==> config.mk <==
export PLATFORM = sky130hd
export DESIGN_NAME = multicycle_control_g7
export DESIGN_NICKNAME = d
export VERILOG_FILES = /design/src/rtl/multicycle_control_g7_pkg.sv /design/src/rtl/multicycle_control_g7_timer.sv /design/src/rtl/multicycle_control_g7.sv
export SDC_FILE = /design/constraint.sdc
export NUM_CORES = 1
export LEC_CHECK = 0
export CORE_UTILIZATION = 30
export DETAILED_ROUTE_END_ITERATION = 7
export DONT_BUFFER_PORTS = 1
export PLACE_DENSITY_LB_ADDON = 0.3
export SETUP_SLACK_MARGIN = 0.1
export SLEW_MARGIN = 30
export SYNTH_ARGS = -nofsm -noshare
export SYNTH_HDL_FRONTEND = slang
export SYNTH_HIERARCHICAL = 1
export SYNTH_SLANG_ARGS = --single-unit
export TNS_END_PERCENT = 30
==> constraint.sdc <==
create_clock -name clk -period 2.7 [get_ports clk]
set_input_delay 0.81 -clock clk [delete_from_list [all_inputs] [get_ports clk]]
set_output_delay 0.81 -clock clk [all_outputs]
set_load 0.05 [all_outputs]
==> src/rtl/multicycle_control_g7_pkg.sv <==
// Shared opcode, FSM state and ALUOp constants for the multi-cycle control unit.
// Extends the single-cycle riscv_defines_g7 set with state codes and a legality helper.
package multicycle_control_g7_pkg;

  localparam logic [6:0] R_TYPE      = 7'b0110011;
  localparam logic [6:0] I_TYPE_ADDI = 7'b0010011;
  localparam logic [6:0] I_TYPE_LOAD = 7'b0000011;
  localparam logic [6:0] S_TYPE      = 7'b0100011;
  localparam logic [6:0] B_TYPE      = 7'b1100011;

  localparam logic [2:0] S_FETCH  = 3'd0;
  localparam logic [2:0] S_DECODE = 3'd1;
  localparam logic [2:0] S_EXEC   = 3'd2;
  localparam logic [2:0] S_MEM    = 3'd3;
  localparam logic [2:0] S_WB     = 3'd4;
  localparam logic [2:0] S_TRAP   = 3'd5;

  localparam logic [1:0] ALUOP_ADD   = 2'b00;
  localparam logic [1:0] ALUOP_SUB   = 2'b01;
  localparam logic [1:0] ALUOP_FUNCT = 2'b10;

  function automatic logic is_legal(input logic [6:0] op);
    return (op == R_TYPE) || (op == I_TYPE_ADDI) ||
           (op == I_TYPE_LOAD) || (op == S_TYPE) ||
           (op == B_TYPE);
  endfunction

endpackage

==> src/rtl/multicycle_control_g7_timer.sv <==
// mem_wait_timer_g7: counts consecutive memory-wait cycles.
// Ports: clk, reset, en (waiting state), ready (mem_ready), timeout (trap request).
module mem_wait_timer_g7 #(
  parameter int TIMEOUT_W = 4
) (
  input  logic clk,
  input  logic reset,
  input  logic en,
  input  logic ready,
  output logic timeout
);

  // timeout fires on the cycle that would bring the count to all-ones,
  // i.e. the (2**W-1)-th consecutive wait; ready that cycle still wins.
  localparam logic [TIMEOUT_W-1:0] LAST =
    TIMEOUT_W'((2 ** TIMEOUT_W) - 2);

  logic [TIMEOUT_W-1:0] count;

  always_ff @(posedge clk or posedge reset) begin
    if (reset)
      count <= '0;
    else if (!en || ready)
      count <= '0;
    else
      count <= count + 1'b1;
  end

  assign timeout = en && !ready && (count == LAST);

endmodule

==> src/rtl/multicycle_control_g7.sv <==
// Multi-cycle FETCH/DECODE/EXEC/MEM/WB control unit with memory timeout and illegal-op traps.
// Ports: clk, reset, opcode, zero, mem_ready -> datapath enables, ALUOp, state, instr_done,
//        trap, trap_cause; optional retired counter when RETIRE_CNT_EN is defined.
module multicycle_control_g7
  import multicycle_control_g7_pkg::*;
#(
  parameter int OPCODE_W  = 7,
  parameter int ALUOP_W   = 2,
  parameter int TIMEOUT_W = 4,
  parameter int CNT_W     = 32
) (
  input  logic                clk,
  input  logic                reset,
  input  logic [OPCODE_W-1:0] opcode,
  input  logic                zero,
  input  logic                mem_ready,
  output logic                PCWrite,
  output logic                IRWrite,
  output logic                RegWrite,
  output logic                ALUSrc,
  output logic                MemtoReg,
  output logic                MemRead,
  output logic                MemWrite,
  output logic                Branch,
  output logic [ALUOP_W-1:0]  ALUOp,
  output logic [2:0]          state,
  output logic                instr_done,
  output logic                trap,
  output logic                trap_cause
`ifdef RETIRE_CNT_EN
  ,
  output logic [CNT_W-1:0]    retired
`endif
);

  logic [2:0]          state_q;
  logic [2:0]          nxt;
  logic                nxt_cause;
  logic                cause_q;
  logic [OPCODE_W-1:0] op_q;
  logic                timeout;
  logic                waiting;
  logic [1:0]          alu_op;
  logic                op_r, op_addi, op_ld, op_st, op_br;

  assign op_r    = (op_q == R_TYPE);
  assign op_addi = (op_q == I_TYPE_ADDI);
  assign op_ld   = (op_q == I_TYPE_LOAD);
  assign op_st   = (op_q == S_TYPE);
  assign op_br   = (op_q == B_TYPE);

  assign waiting = (state_q == S_FETCH) || (state_q == S_MEM);

  mem_wait_timer_g7 #(
    .TIMEOUT_W(TIMEOUT_W)
  ) u_timer (
    .clk    (clk),
    .reset  (reset),
    .en     (waiting),
    .ready  (mem_ready),
    .timeout(timeout)
  );

  always_comb begin
    nxt       = state_q;
    nxt_cause = 1'b0;
    case (state_q)
      S_FETCH: begin
        if (mem_ready) begin
          nxt = S_DECODE;
        end else if (timeout) begin
          nxt       = S_TRAP;
          nxt_cause = 1'b1;
        end
      end
      S_DECODE: nxt = is_legal(opcode) ? S_EXEC : S_TRAP;
      S_EXEC: begin
        unique case (1'b1)
          op_r, op_addi: nxt = S_WB;
          op_ld, op_st:  nxt = S_MEM;
          op_br:         nxt = S_FETCH;
          default:       nxt = S_TRAP;
        endcase
      end
      S_MEM: begin
        if (mem_ready) begin
          nxt = op_ld ? S_WB : S_FETCH;
        end else if (timeout) begin
          nxt       = S_TRAP;
          nxt_cause = 1'b1;
        end
      end
      S_WB:    nxt = S_FETCH;
      S_TRAP:  nxt = S_TRAP;
      default: nxt = S_TRAP;
    endcase
  end

  always_ff @(posedge clk or posedge reset) begin
    if (reset) begin
      state_q <= S_FETCH;
      op_q    <= '0;
      cause_q <= 1'b0;
    end else begin
      state_q <= nxt;
      if (state_q == S_DECODE)
        op_q <= opcode;
      if ((nxt == S_TRAP) && (state_q != S_TRAP))
        cause_q <= nxt_cause;
    end
  end

  always_comb begin
    PCWrite    = 1'b0;
    IRWrite    = 1'b0;
    RegWrite   = 1'b0;
    ALUSrc     = 1'b0;
    MemtoReg   = 1'b0;
    MemRead    = 1'b0;
    MemWrite   = 1'b0;
    Branch     = 1'b0;
    alu_op     = ALUOP_ADD;
    instr_done = 1'b0;
    trap       = 1'b0;
    case (state_q)
      S_FETCH: begin
        MemRead = 1'b1;
        ALUSrc  = 1'b1;
        PCWrite = mem_ready;
        IRWrite = mem_ready;
      end
      S_EXEC: begin
        unique case (1'b1)
          op_r: alu_op = ALUOP_FUNCT;
          op_addi, op_ld, op_st: ALUSrc = 1'b1;
          op_br: begin
            alu_op     = ALUOP_SUB;
            Branch     = 1'b1;
            PCWrite    = zero;
            instr_done = 1'b1;
          end
          default: ;
        endcase
      end
      S_MEM: begin
        ALUSrc     = 1'b1;
        MemRead    = op_ld;
        MemWrite   = op_st;
        instr_done = op_st && mem_ready;
      end
      S_WB: begin
        RegWrite   = 1'b1;
        MemtoReg   = op_ld;
        instr_done = 1'b1;
      end
      S_TRAP:  trap = 1'b1;
      default: ;
    endcase
    // Asynchronous reset kills every enable at once, not at the next edge.
    if (reset) begin
      PCWrite    = 1'b0;
      IRWrite    = 1'b0;
      RegWrite   = 1'b0;
      ALUSrc     = 1'b0;
      MemtoReg   = 1'b0;
      MemRead    = 1'b0;
      MemWrite   = 1'b0;
      Branch     = 1'b0;
      alu_op     = ALUOP_ADD;
      instr_done = 1'b0;
      trap       = 1'b0;
    end
  end

  assign ALUOp      = ALUOP_W'(alu_op);
  assign state      = state_q;
  assign trap_cause = trap && cause_q;

`ifdef RETIRE_CNT_EN
  always_ff @(posedge clk or posedge reset) begin
    if (reset)
      retired <= '0;
    else if (instr_done)
      retired <= retired + 1'b1;
  end
`endif

endmodule
# Yosys cells after proc, flatten, opt, wreduce, memory -nomap -nowiden
# Index checks and enable logic that the tools add are counted.
word_totals:
  register_bits: 15
  input_bits: 11
  out_inout_bits: 16
  word_cells: 78
classes:
  addsub: 1
  eq_ne: 18
  mux: 37
  n_reduce_logical: 18
op_table:
  columns: ["cell", "n"]
  rows:
  - ["$eq A7 B6 Y1 const B", 4]
  - ["$mux W1", 22]
  - ["$mux W3", 5]
  - ["$pmux W3 S5", 1]
  - ["$eq A7 B2 Y1 const B", 2]
  - ["$eq A7 B5 Y1 const B", 2]
  - ["$eq A7 B7 Y1 const B", 2]
  - ["$eq A3 B3 Y1 const B", 3]
  - ["$pmux W3 S3", 1]
  - ["$eq A3 B2 Y1 const B", 2]
  - ["$logic_or A1 B1 Y1", 6]
  - ["$pmux W1 S2", 3]
  - ["$reduce_or A2 Y1", 3]
  - ["$logic_and A1 B1 Y1", 5]
  - ["$add A4 B1 Y4 const B", 1]
  - ["$eq A4 B4 Y1 const B", 1]
  - ["$mux W2", 2]
  - ["$mux W4", 1]
  - ["$pmux W2 S2", 1]
  - ["$eq A3 B1 Y1 const B", 1]
  - ["$logic_not A3 Y1", 1]
  - ["$ne A3 B3 Y1 const B", 1]
  - ["$pmux W1 S3", 1]
  - ["$reduce_or A3 Y1", 1]
  - ["$logic_not A1 Y1", 2]

# Depth between registers and ports, before layout
depth:
  ltp_word: 9
  ltp_mapped: 9
  mapped_depth_nobuf: 8

# Modules after synthesis
# The synthesis kept the hierarchy.
modules_own_cells:
  columns: ["mod", "n_inst", "cells_each", "area_per_inst_um2", "seq_area_each_um2"]
  rows:
  - ["multicycle_control_g7", 1, 88, 757.0, 275.3]
  - ["mem_wait_timer_g7", 1, 19, 200.2, 100.1]

# Worst setup path after synthesis
# No wires, ideal clock.
synth_timing:
  path_type: "register -> output"
  start: "register state_q[1] (netlist: state[1])"
  end: "output instr_done"
  arrival_ns: 2.920
  required_time_ns: 1.890
  slack_ns: -1.030
  path_stages_with_launch: 6
  path_buffers: 1
  cell_sequence: "dfrtp_1 -> clkbuf_2 -> inv_1 -> or3_1 -> nor3_1 -> a211o_1"
synth_between:
  elab_chain_cells: 3
  elab_cells_between_ends: 5
  cone_classes: "eq/ne: 3; mux: 2"
synth_rtl:
  columns: ["element", "line", "text"]
  rows:
  - ["start, declared", "multicycle_control_g7.sv:36", "logic [2:0] state_q;"]
  - ["start signal, assigned", "multicycle_control_g7.sv:105", "state_q <= nxt;"]
  - ["$eq A3 B3 Y1 / $eq A3 B2 Y1 (equally long branches)", "multicycle_control_g7.sv:125", "case (state_q)"]
  - ["$pmux W1 S3 (*)", "multicycle_control_g7.sv:125", null]
  - ["$mux W1 (*)", "multicycle_control_g7.sv:160", "if (reset) begin"]
  - ["end, declared", "multicycle_control_g7.sv:27", "output logic instr_done,"]
# Every way passes the cells marked *; elsewhere a longest branch is shown, timed or not.

# Final worst setup path
layout_timing:
  start: "register state_q[0] (netlist: state[0])"
  end: "output ALUOp[1]"
layout_between:
  elab_chain_cells: 3
layout_rtl:
  columns: ["element", "line", "text"]
  rows:
  - ["$eq A3 B2 Y1", "multicycle_control_g7.sv:125", null]
  - ["$mux W2", "multicycle_control_g7.sv:125", null]
  - ["$mux W2", "multicycle_control_g7.sv:160", null]
  - ["end, declared", "multicycle_control_g7.sv:25", "output logic [ALUOP_W-1:0] ALUOp,"]
# No other way between the ends.

==> impl_metrics.toml <==
[global_routing]
grt_pass1_vias = 878
grt_pass1_wl_um = 4181
track_usage_pct = 16.23
antenna_found_initial = 0
grt_max_degree = 13
overflow = 0

[detailed_routing]
num_vias = 868
viasPerCell = 5.229
wirelength_um = 2370
dr.pass1.iters = 4
wl_per_cell_um = 14.28
drtAntennaViolNets = 0
dr.first_iter.drc_count = 19
drc = 0

[placed_design]
postPlaceCellArea_um2 = 1225
pre_cts_slack_ns = 0.3027
place_congestion = 0.8665
port-buffer-count = 0
dpl.hpwl_um = 1889

[floorplanning]
die_w_um = 58.49
std_cell_rows = 20
die_y_um = 58.49
core_um2 = 3028
die-area_um2 = 3421
io_pins = 27
start_util_pct = 31.61

[power]
p_sw_share_pct = 21.72
p_int_w = 0.0002859
comb_power_share_pct = 3.9
peakVddDrop_mv = 0.2497
power.density_nw_per_um2 = 281.5
pwr-share-seq_pct = 61.4
clockPowerShare_pct = 34.7
switching_power_w = 0.00007933
leakage_nw = 0.5495

[clocking]
htree_levels = 1
cts_made_buffers = 3
root_buffer = "clkbuf_4"
holdBufCountCts = 0
clkSinkCount = 15
cts_tree = "done"
clkTransAtPathRegs_ns = 0.09
cts_buffer_depth = 2
clk_latency_ns = 0.28

[timing]
worstMarginPinSlew_ns = 0.6299
slew_violations = 0
rsz0062_at_grt = "yes"
hold_violations = 0
setup_viol = 0
max_clock_freq_mhz = 378.2
setup_tns_ns = 0
fin_crit_sh_pct = 97.92
slew_headroom_pct = 57.90
timing.hold.ws_ns = 0.2965
final.min_clock_period_ns = 2.644
clock_skew_ns = 0.001568
setup_ws_ns = 0.05622

[finish]
antenna_cells = 0
fill_cells = 302
multi_input_comb_area_um2 = 650.6
drive_above_1_share_pct = 41.80
area_growth_pct = 35.56
seqCellArea_um2 = 379.1
final_area_um2 = 1297
layout.nets = 136

[worst_setup_path]
critical_path_class = "flip-flop to output port"
crit_fanout = 11
arrival_ns = 1.83
cp-start-kind = "flip-flop"
worst_setup_path_end_kind = "output port"
rrSetupSlack_ns = 0.33
cp-startpoint = "state[0]"
r2r-start = "state[0]"
worst-endpoint-required_ns = 1.89

[status]
status = "finished, final reports clean"

[logic_synthesis]
avgSynthCellArea_um2 = 8.945
yosysSeqAreaShare_pct = 39.22
synth_cell_types = 35
ys_async_sr_fraction_pct = 100.0
synthesis.nets = 120
yosys-top-cells-area = "dfrtp_1 39%, mux2_2 8.2%, nor2_1 5.5%, nand2_1 3.9%, a21oi_1 3.7%"
synthFlopType = "dfrtp_1"
synth_commonest_cells = "15 x dfrtp_1, 14 x nor2_1, 10 x nand2_1"
ys_warn_count = 6
ys_ff_latch = 15
synthMostInstantiatedCell = "dfrtp_1"
synth-edff-count = 0
netlist_area_um2 = 957.2
synth_top_area_share_pct = 39.22
netlist_instances = 107
synth.largest_area_cell = "dfrtp_1"

[hold_path]
worstHoldPathType = "input pin to asynchronous set/reset pin"

[run]
drv_cap = 0
metal layers:
layer  global-route usage, %  up-vias  share of wire [%]
li1                        -      406                  -
met1                   20.06      430                 42
met2                   27.26       30                 50
met3                   4.176        2                6.6
met4                   6.122        0               0.84
met5                       0        -                  0
registers in the layout, summed over array words and instances (netlist names):
signal / flops
op_q: 7
u_timer/count: 4
state: 3
cause_q: 1
final timing paths:
path | end | cells after the start
max reg2reg | cause_q | 8
max | ALUOp[1] | 4
min in group clk | u_timer/count[0] | 1
min | u_timer/count[2] | 1
min reg2reg | u_timer/count[0] | 1
max in group asynchronous | state[2] | 1
worst max-delay path, stage by stage, from the launching register on:
cell	delay [ns]
dfrtp_2	0.50
or3_4	0.44
nor3_2	0.20
nor3b_4	0.25
buf_12	0.16
placed cells by master, fill, tap and decap left out, types with 3 or more instances in the layout:
cell type,count
a21oi_1,7
buf_6,3
nor2_1,10
dfrtp_2,3
clkbuf_4,3
nor3_2,3
mux2_2,7
dfrtp_1,12
nand3_1,3
buf_4,11
nand2_1,10
inv_1,8
nor2_2,3
power by group through the flow:
stage | logic (W) | clock network, W | registers [W]
final | 0.0000143 | 0.000127 | 0.000224
after detailed placement | 0.0000146 | 0 | 0.000229
after global placement | 0.0000144 | 0 | 0.000229
after global routing | 0.0000157 | 0.000143 | 0.000224
after CTS | 0.0000147 | 0.000133 | 0.000224
after floorplan | 0.0000168 | 0 | 0.000229
area by class of cell:
cell class	instances	area share [%]
Clock buffer	4	2.025
Tap cell	44	4.243
Multi-Input combinational cell	79	50.14
Timing Repair Buffer	16	12.05
Inverter	8	2.314
Sequential cell	15	29.22
cells by family after synthesis:
| family | Yosys count | share of synthesized area [%] |
|---|---|---|
| AO/OA/AOI/OAI | 17 | 12.81 |
| XOR/XNOR | 1 | 0.9152 |
| adder cells (fa/ha/maj) | 2 | 2.614 |
| buffers and inverters | 13 | 5.359 |
| flip-flops | 15 | 39.22 |
| multiplexers | 9 | 10.33 |
| AND/OR/NAND/NOR | 50 | 28.76 |
repair_timing:
action	in CTS	in global routing
pin swaps	2	1
endpoints found under the setup margin	6	7
endpoints found under the hold margin	0	0
setup buffers	0	2
gates resized for setup	5	3
metrics by stage:
stage,utilization [%],std cells,power (W)
2_1_floorplan,-,107,0.0002457
5_1_grt,42.85,166,0.0003833
6_report,42.85,166,0.0003653
3_3_place_gp,40.45,160,0.0002433
4_1_cts,41.94,164,0.0003721
3_5_place_dp,40.45,160,0.0002435
(Power assumes the default switching activity.)
